`src/rtl/seg_disp_arbiter_pkg.sv`:
```
// Shared types for the seven-segment display arbiter.
// Latency: n/a (declarations only).
// Backpressure: n/a.
// Holds the arbiter state encoding, the number of sources and a helper
// that turns a source index into a one-hot grant vector.
package seg_disp_arbiter_pkg;

    localparam int NUM_SRC = 3;

    typedef enum logic [1:0] {
        IDLE  = 2'd0,
        SHOW  = 2'd1,
        BLANK = 2'd2
    } arb_state_t;

    function automatic logic [NUM_SRC-1:0] idx_to_onehot(input logic [1:0] idx);
        logic [NUM_SRC-1:0] oh;
        oh = '0;
        case (idx)
            2'd0:    oh = 3'b001;
            2'd1:    oh = 3'b010;
            2'd2:    oh = 3'b100;
            default: oh = 3'b000;
        endcase
        return oh;
    endfunction

endpackage

```
`src/rtl/seg_disp_arbiter_pick.sv`:
```
// Combinational round-robin picker over three display requesters.
// Latency: zero cycles (pure combinational).
// Backpressure: none; the result is only consumed when the FSM needs a new owner.
// Ports: req[2:0] level requests, last[1:0] previous owner;
//        valid = some source requesting, idx = chosen source.
// Search order starts just after the previous owner and ends with the
// previous owner itself, so a lone requester can win again.
module seg_arb_pick
    import seg_disp_arbiter_pkg::*;
(
    input  logic [NUM_SRC-1:0] req,
    input  logic [1:0]         last,
    output logic               valid,
    output logic [1:0]         idx
);

    logic [1:0] first_c;
    logic [1:0] second_c;
    logic [1:0] third_c;

    always_comb begin
        first_c  = 2'd0;
        second_c = 2'd1;
        third_c  = 2'd2;
        case (last)
            2'd0: begin
                first_c  = 2'd1;
                second_c = 2'd2;
                third_c  = 2'd0;
            end
            2'd1: begin
                first_c  = 2'd2;
                second_c = 2'd0;
                third_c  = 2'd1;
            end
            default: begin
                first_c  = 2'd0;
                second_c = 2'd1;
                third_c  = 2'd2;
            end
        endcase
    end

    always_comb begin
        valid = |req;
        idx   = 2'd0;
        if (req[first_c]) begin
            idx = first_c;
        end else if (req[second_c]) begin
            idx = second_c;
        end else if (req[third_c]) begin
            idx = third_c;
        end
    end

endmodule

```
`src/rtl/seg_disp_arbiter.sv`:
```
// Time-shares one six-digit seven-segment display between three sources.
// Latency: one clock from req/dataN to registered gnt/data/point/sign/seg_en.
// Backpressure: none; a source simply holds req until it has been shown.
// Ports: sys_clk, sys_rst (async, active-high); req[2:0], dataN[19:0],
//        pointN[5:0], signN per source; gnt[2:0] one-hot owner and
//        data/point/sign/seg_en driving seg_dynamic.
module seg_disp_arbiter
    import seg_disp_arbiter_pkg::*;
#(
    parameter logic [25:0] DWELL_MAX = 26'd49_999_999,
    parameter logic [15:0] BLANK_MAX = 16'd4_999
)(
    input  logic               sys_clk,
    input  logic               sys_rst,
    input  logic [NUM_SRC-1:0] req,
    input  logic [19:0]        data0,
    input  logic [19:0]        data1,
    input  logic [19:0]        data2,
    input  logic [5:0]         point0,
    input  logic [5:0]         point1,
    input  logic [5:0]         point2,
    input  logic               sign0,
    input  logic               sign1,
    input  logic               sign2,
    output logic [NUM_SRC-1:0] gnt,
    output logic [19:0]        data,
    output logic [5:0]         point,
    output logic               sign,
    output logic               seg_en
);

    arb_state_t  state;
    logic [1:0]  last;
    logic [25:0] dwell_cnt;
    logic [15:0] blank_cnt;

    logic        pick_valid;
    logic [1:0]  pick_idx;

    seg_arb_pick u_pick (
        .req   (req),
        .last  (last),
        .valid (pick_valid),
        .idx   (pick_idx)
    );

    // While showing, the owner is 'last'; when taking a new owner the
    // picker result selects which source's inputs get loaded.
    logic [1:0]  sel_idx;
    logic [19:0] sel_data;
    logic [5:0]  sel_point;
    logic        sel_sign;
    logic        owner_req;
    logic        others_req;
    logic        dwell_end;
    logic        blank_end;

    always_comb begin
        sel_idx = (state == SHOW) ? last : pick_idx;
        case (sel_idx)
            2'd1: begin
                sel_data  = data1;
                sel_point = point1;
                sel_sign  = sign1;
            end
            2'd2: begin
                sel_data  = data2;
                sel_point = point2;
                sel_sign  = sign2;
            end
            default: begin
                sel_data  = data0;
                sel_point = point0;
                sel_sign  = sign0;
            end
        endcase
    end

    always_comb begin
        owner_req  = req[last];
        others_req = |(req & ~idx_to_onehot(last));
        dwell_end  = (dwell_cnt == DWELL_MAX);
        blank_end  = (blank_cnt == BLANK_MAX);
    end

    always_ff @(posedge sys_clk or posedge sys_rst) begin
        if (sys_rst) begin
            state     <= IDLE;
            last      <= 2'd2;
            dwell_cnt <= '0;
            blank_cnt <= '0;
            gnt       <= '0;
            data      <= '0;
            point     <= '0;
            sign      <= 1'b0;
            seg_en    <= 1'b0;
        end else begin
            case (state)
                IDLE: begin
                    if (pick_valid) begin
                        state     <= SHOW;
                        last      <= pick_idx;
                        dwell_cnt <= '0;
                        blank_cnt <= '0;
                        gnt       <= idx_to_onehot(pick_idx);
                        data      <= sel_data;
                        point     <= sel_point;
                        sign      <= sel_sign;
                        seg_en    <= 1'b1;
                    end
                end
                SHOW: begin
                    // A dropped owner request wins over a dwell expiry in the same cycle.
                    if (!owner_req || (dwell_end && others_req)) begin
                        state     <= BLANK;
                        blank_cnt <= '0;
                        dwell_cnt <= '0;
                        gnt       <= '0;
                        data      <= '0;
                        point     <= '0;
                        sign      <= 1'b0;
                        seg_en    <= 1'b0;
                    end else begin
                        // Uncontested expiry just restarts the slot; outputs keep tracking.
                        dwell_cnt <= dwell_end ? '0 : dwell_cnt + 26'd1;
                        data      <= sel_data;
                        point     <= sel_point;
                        sign      <= sel_sign;
                    end
                end
                BLANK: begin
                    if (blank_end) begin
                        blank_cnt <= '0;
                        dwell_cnt <= '0;
                        if (pick_valid) begin
                            state  <= SHOW;
                            last   <= pick_idx;
                            gnt    <= idx_to_onehot(pick_idx);
                            data   <= sel_data;
                            point  <= sel_point;
                            sign   <= sel_sign;
                            seg_en <= 1'b1;
                        end else begin
                            state <= IDLE;
                        end
                    end else begin
                        blank_cnt <= blank_cnt + 16'd1;
                    end
                end
                default: begin
                    state     <= IDLE;
                    dwell_cnt <= '0;
                    blank_cnt <= '0;
                    gnt       <= '0;
                    data      <= '0;
                    point     <= '0;
                    sign      <= 1'b0;
                    seg_en    <= 1'b0;
                end
            endcase
        end
    end

endmodule
```
`config.mk`:
```
export PLATFORM = sky130hd
export DESIGN_NAME = seg_disp_arbiter
export DESIGN_NICKNAME = d
export VERILOG_FILES = /design/src/rtl/seg_disp_arbiter_pkg.sv /design/src/rtl/seg_disp_arbiter_pick.sv /design/src/rtl/seg_disp_arbiter.sv
export SDC_FILE = /design/constraint.sdc
export NUM_CORES = 1
export LEC_CHECK = 0
export ABC_AREA = 1
export CAP_MARGIN = 20
export CORE_UTILIZATION = 60
export DETAILED_ROUTE_END_ITERATION = 8
export DONT_BUFFER_PORTS = 1
export PLACE_DENSITY = 0.76
export SLEW_MARGIN = 10
export SYNTH_ARGS = -nofsm -noshare
export SYNTH_HDL_FRONTEND = slang
export SYNTH_SLANG_ARGS = --single-unit
```
`constraint.sdc`:
```
create_clock -name sys_clk -period 2.5 [get_ports sys_clk]
set_input_delay 0.375 -clock sys_clk [delete_from_list [all_inputs] [get_ports sys_clk]]
set_output_delay 0.375 -clock sys_clk [all_outputs]
set_load 0.02 [all_outputs]
```
# Yosys cells after proc, flatten, opt, wreduce, memory -nomap -nowiden
# Index checks and enable logic that the tools add are counted.
dict set report totals {
  reg_bits 77
  in_bits 86
  output_inout_bits 31
  word_cells 101
}
dict set report classes {
  add_sub_neg 2
  n_lt_le_gt_ge 4
  eq_ne 13
  muxes 57
  bitwise 2
  reduce_logical 14
}
# operator count
set ops {}
lappend ops {{$mux W26} 4}
lappend ops {{$pmux W26 S3} 1}
lappend ops {{$mux W20} 3}
lappend ops {{$pmux W20 S3} 1}
lappend ops {{$mux W16} 3}
lappend ops {{$pmux W16 S3} 1}
lappend ops {{$pmux W20 S2} 1}
lappend ops {{$pmux W3 S3} 3}
lappend ops {{$add A26 B1 Y26 const B} 1}
lappend ops {{$eq A26 B26 Y1 const B} 1}
lappend ops {{$mux W2} 9}
lappend ops {{$mux W6} 3}
lappend ops {{$pmux W6 S3} 1}
lappend ops {{$add A16 B1 Y16 const B} 1}
lappend ops {{$eq A16 B13 Y1 const B} 1}
lappend ops {{$pmux W2 S2} 4}
lappend ops {{$lt A2 B3 Y1 const B} 4}
lappend ops {{$pmux W6 S2} 1}
lappend ops {{$mux W1} 11}
lappend ops {{$mux W3} 3}
lappend ops {{$bmux W1 S2} 4}
lappend ops {{$eq A2 B1 Y1 const B} 4}
lappend ops {{$eq A2 B2 Y1 const B} 4}
lappend ops {{$reduce_and A2 Y1} 4}
lappend ops {{14 further kinds} 19}

# Depth between registers and ports, before layout
dict set report logic_depth {
  depth_word 13
  mapped_depth 18
  depth_no_buf 16
}

# By module
# A second synthesis with hierarchy kept.
dict set report hier_totals {
  hier_cells 728
  hier_area_um2 5149.9
}
# module instances cells_each area_each_um2 seq_area_each_um2
set modules_own_cells {}
lappend modules_own_cells {seg_disp_arbiter 1 709 5063.6 1928.1}
lappend modules_own_cells {seg_arb_pick 1 19 86.3 0.0}

# Worst setup path after synthesis
# Ideal clock, no wire load.
dict set report synth_timing {
  path_kind {register -> register}
  start {reg last[1]}
  end {reg data[0]}
  setup_ns 0.116
  arrival_time_ns 2.137
  t_required_ns 2.384
  slack_ns 0.247
  stages_incl_launch_ff 17
  n_path_buf 1
  synth_period_minus_slack_ns 2.253
  cell_sequence {dfstp_2 -> inv_2 -> nand2_1 -> nand2_1 -> nand2_1 -> nand2_1 -> and3_1 -> nand2_1 -> o21ai_0 -> ha_1 -> inv_2 -> buf_1 -> nand3_1 -> o211ai_1 -> nor2_2 -> nand2_2 -> nand2_1}
}
dict set report synth_via {
  elab_chain_len 13
  word_cells_on_any_way 32
  classes_between {4 x eq/ne; 21 x mux; 2 x bitwise; 5 x reduce/logical}
}
# item line
set synth_rtl {}
lappend synth_rtl {{from (decl)} seg_disp_arbiter.sv:33} ;# logic [1:0] last;
lappend synth_rtl {{from (signal assigned)} seg_disp_arbiter.sv:102} ;# last <= pick_idx;
lappend synth_rtl {{from (signal assigned)} seg_disp_arbiter.sv:137} ;# last <= pick_idx;
lappend synth_rtl {{$eq A2 B1 Y1 / $logic_not A2 Y1 (equally long branches)} {seg_disp_arbiter_pkg.sv:19, seg_disp_arbiter_pick.sv:25}}
lappend synth_rtl {{$pmux W2 S2} seg_disp_arbiter_pick.sv:25} ;# case (last)
lappend synth_rtl {{$bmux W1 S2} seg_disp_arbiter_pick.sv:51} ;# end else if (req[third_c]) begin
lappend synth_rtl {{$mux W1 (implied by the code)} seg_disp_arbiter_pick.sv:51}
lappend synth_rtl {{$mux W2} seg_disp_arbiter_pick.sv:51}
lappend synth_rtl {{$mux W2} seg_disp_arbiter_pick.sv:49} ;# end else if (req[second_c]) begin
lappend synth_rtl {{$mux W2} seg_disp_arbiter_pick.sv:47} ;# if (req[first_c]) begin
lappend synth_rtl {{$mux W2} seg_disp_arbiter.sv:59} ;# sel_idx = (state == SHOW) ? last : pick_idx;
lappend synth_rtl {{$eq A2 B2 Y1 / $eq A2 B1 Y1 (equally long branches)} seg_disp_arbiter.sv:60} ;# case (sel_idx)
lappend synth_rtl {{$pmux W20 S2} seg_disp_arbiter.sv:60}
lappend synth_rtl {{$mux W20} {seg_disp_arbiter.sv:100, seg_disp_arbiter.sv:135}}
lappend synth_rtl {{$mux W20} seg_disp_arbiter.sv:132} ;# if (blank_end) begin
lappend synth_rtl {{$pmux W20 S3 (*)} seg_disp_arbiter.sv:98} ;# case (state)
lappend synth_rtl {{to (signal assigned)} seg_disp_arbiter.sv:106} ;# data <= sel_data;
lappend synth_rtl {{to (signal assigned)} seg_disp_arbiter.sv:126} ;# data <= sel_data;
lappend synth_rtl {{to (signal assigned)} seg_disp_arbiter.sv:139} ;# data <= sel_data;
lappend synth_rtl {{to (decl)} seg_disp_arbiter.sv:26} ;# output logic [19:0] data,
# Every way passes the cells marked *; elsewhere a longest branch is shown, timed or not. The select of a mux whose other input is x is not followed.
# A chain may end at the register's enable or synchronous reset.

# Worst setup path after layout
dict set report layout_timing {
  start {reg last[1]}
  end {reg data[5]}
}
# Same word-level chain as after synthesis.

==> impl_metrics.toml <==
[setup_path]
crit_type = "flop to flop"
cp-start-kind = "flop"
cp.required_ns = 2.75
cp_max_fo = 27
arrival_ns = 2.66
end_kind = "flop"

[drt]
wl_met1_mm = 5.85
drtIter0Drc = 343
first_pass_iters = 7
drt-total-wl_mm = 14.1
wl_met2_mm = 6.98
wl_per_cell_um = 14.9
via_count = 5361
dr_wl_met3_um = 909
top_layer = "met4"
ant_nets = 0
vias_per_cell = 5.67
drc = 36

[cells_and_area]
diodes = 0
drive_gt1_share_pct = 13.1
fillers = 805
fin_util_pct = 66.7
final_cell_mix = "nand2_1 (337), nor2_1 (93), nand3_1 (79)"
final_cells = 945
final_common_cell = "nand2_1"
area_growth_pct = 6.94
final_area_um2 = 5880
num-nets-final = 922

[placement]
dp_cells = 925
dp_hpwl_mm = 10.1
dpl_cell_area_um2 = 5580
gp_congestion = 1.02
portBuffers = 0

[power]
ir_drop_uv = 275
p_leak_uw = 0.00298
powerDensity_nw_per_um2 = 433
p_total_uw = 2540

[synthesis]
synth_xor_area_share_pct = 1.43
yosys.area_share.simple_pct = 48.1
yosys.cell_types.count = 38
synthesis.nets = 925
synthCells = 835
synth_top_family_by_area = "simple AND/OR/NAND/NOR gates"
yosysWarnings = 0
synthAdderAreaFrac_pct = 0.911
synth_compound_area_share_pct = 6.69
muxShareOfSynthArea_pct = 0
ys_seq_elements = 77
synth_seq_area_share_pct = 35.1
synth.avg_cell_area_um2 = 6.58
syn_area_um2 = 5500

[clocking]
clk_pin_slew_ns = 0.09
clkSinkCount = 77
root_buffer = "clkbuf_8"
tritoncts = "built"
clk_latency_ns = 0.36
h-tree-depth = 3
cts_buffer_depth = 2
cts_buffers = 9

[die]
die_w_um = 97.7
rows = 34
start_util_pct = 62.4
core-area_um2 = 8810
io_pins = 117
chipHeight_um = 97.7
die_area_um2 = 9550

[sta]
period_share_pct = 96.3
post-route-min-period_ns = 2.41
hold_violations = 0
maxSlewHeadroom_pct = 61.9
fin_setup_tns_ns = 0
finalMaxSlewViolations = 0
fin_worst_skew_ns = 0.0111
max_freq_mhz = 415
setup_viol = 0
worstMarginPinSlew_ns = 0.571

[grt]
grt_pass1_vias = 4909
track_usage_pct = 30.1
grt_pass1_wl_mm = 23.1
grt_max_degree = 55
antenna_found_initial = 0
grt_overflow = 0

[outcome]
violations = "design-rule violations"
outcome = "complete, but fails checks"

[flow_run]
maxCapViolations = 0

[worst_hold_path]
hp-class = "input port to flop"
[cell usage after synthesis]
cell type	number	area [um2]
a21oi_1	1	5.00
or2_2	4	25.0
dfstp_2	1	26.3
o2111ai_1	1	8.76
nor2_4	4	45.0
nand2_8	1	20.0
nor3_2	1	10.0
xor2_1	8	70.1
o31ai_1	1	7.51
nand2_2	17	106
o211ai_1	27	203
nor2_8	1	20.0
nor2_1	93	349
nand2_1	337	1260
buf_4	2	15.0
nor2_2	25	156
and3_1	2	12.5
a31oi_1	2	12.5
buf_1	4	15.0
nand3_4	1	17.5
ha_1	4	50.1
nor3_1	5	25.0
inv_2	15	56.3
buf_6	8	90.1
dfrtp_1	76	1900
buf_2	6	30.0
inv_1	51	191
xnor2_1	1	8.76
nand3_2	2	20.0
o21ai_1	11	55.1
nand3_1	80	400
o21ai_0	7	35.0
nand4_1	17	106
nand3b_1	1	7.51
a31o_2	3	26.3
o21bai_1	2	15.0
clkbuf_1	8	30.0
nand2_4	5	56.3
[metrics by stage]
step	hold WS [ns]	setup WS [ns]
floorplan	0.471	0.160
global placement	0.324	0.256
detailed placement	0.330	0.149
CTS	0.307	0.123
global route	0.315	-0.0146
finish	0.304	0.0931
[state kept, by name, summed over array words and instances (netlist names)]
name       count
state          2
blank_cnt     16
gnt            3
point          6
last           2
seg_en         1
sign           1
dwell_cnt     26
data          20
[logic make-up after synthesis]
group | after synthesis
flops | 77
buf+inv | 94
simple gates | 596
xor+xnor | 9
fa+ha+maj | 4
compound gates | 55
[path summary, 6_finish.rpt]
path	from	to	cells past startpoint	slack (ns)
worst max-delay path	last[1]$_DFFE_PP1P_	data[5]$_DFFE_PP0P_	16	0.09
worst min-delay path	point0[1]	point[1]$_DFFE_PP0P_	4	0.30
worst max register to register	last[1]$_DFFE_PP1P_	data[5]$_DFFE_PP0P_	16	0.09
worst min register to register	blank_cnt[1]$_DFFE_PP0P_	blank_cnt[1]$_DFFE_PP0P_	2	0.53
max in group asynchronous	sys_rst	last[1]$_DFFE_PP1P_	3	1.30
min in group asynchronous	sys_rst	blank_cnt[6]$_DFFE_PP0P_	2	0.52
[timing repair]
item / 4_1_cts / 5_1_grt
hold endpoints to repair: 31 / 0
setup buffers: 0 / 1
endpoints found under the setup margin: 0 / 27
resized for setup: 0 / 2
hold buffers: 1 / 0
[worst max-delay path, cell delays in order, from the launching register on]
cell and delay, ns:
dfstp_2 0.56, inv_2 0.07, nand2_1 0.10, nand2_1 0.07, nand2_1 0.06, nand2_1 0.04
and3_1 0.16, nand2_1 0.06, o21ai_0 0.10, ha_1 0.30, inv_2 0.13, clkbuf_16 0.22
nand3_1 0.10, o211ai_1 0.13, nor2_2 0.07, nand2_1 0.06, nand2_1 0.05
[power by group]
part / leakage, uW / internal [uW] / switching, uW
Combinational: 0.00187 / 88.3 / 132
Sequential: 0.000990 / 1240 / 0
Clock: 0.000114 / 594 / 486
[area by class of cell]
class / count / area [um2] / area share, %
Clock buffer: 11 / 141 / 2.41
Multi-Input combinational cell: 664 / 3140 / 53.5
Inverter: 66 / 249 / 4.24
Tap cell: 108 / 135 / 2.30
Clock inverter: 5 / 82.6 / 1.41
Timing Repair Buffer: 14 / 196 / 3.34
Sequential cell: 77 / 1930 / 32.8
[metal layers]
layer  up-vias  track usage [%]
li1       2649                -
met1      2470             35.8
met2       203             52.8
met3        39             6.55
met4         0             12.6
met5         -                0
(Power assumes the default switching activity.)
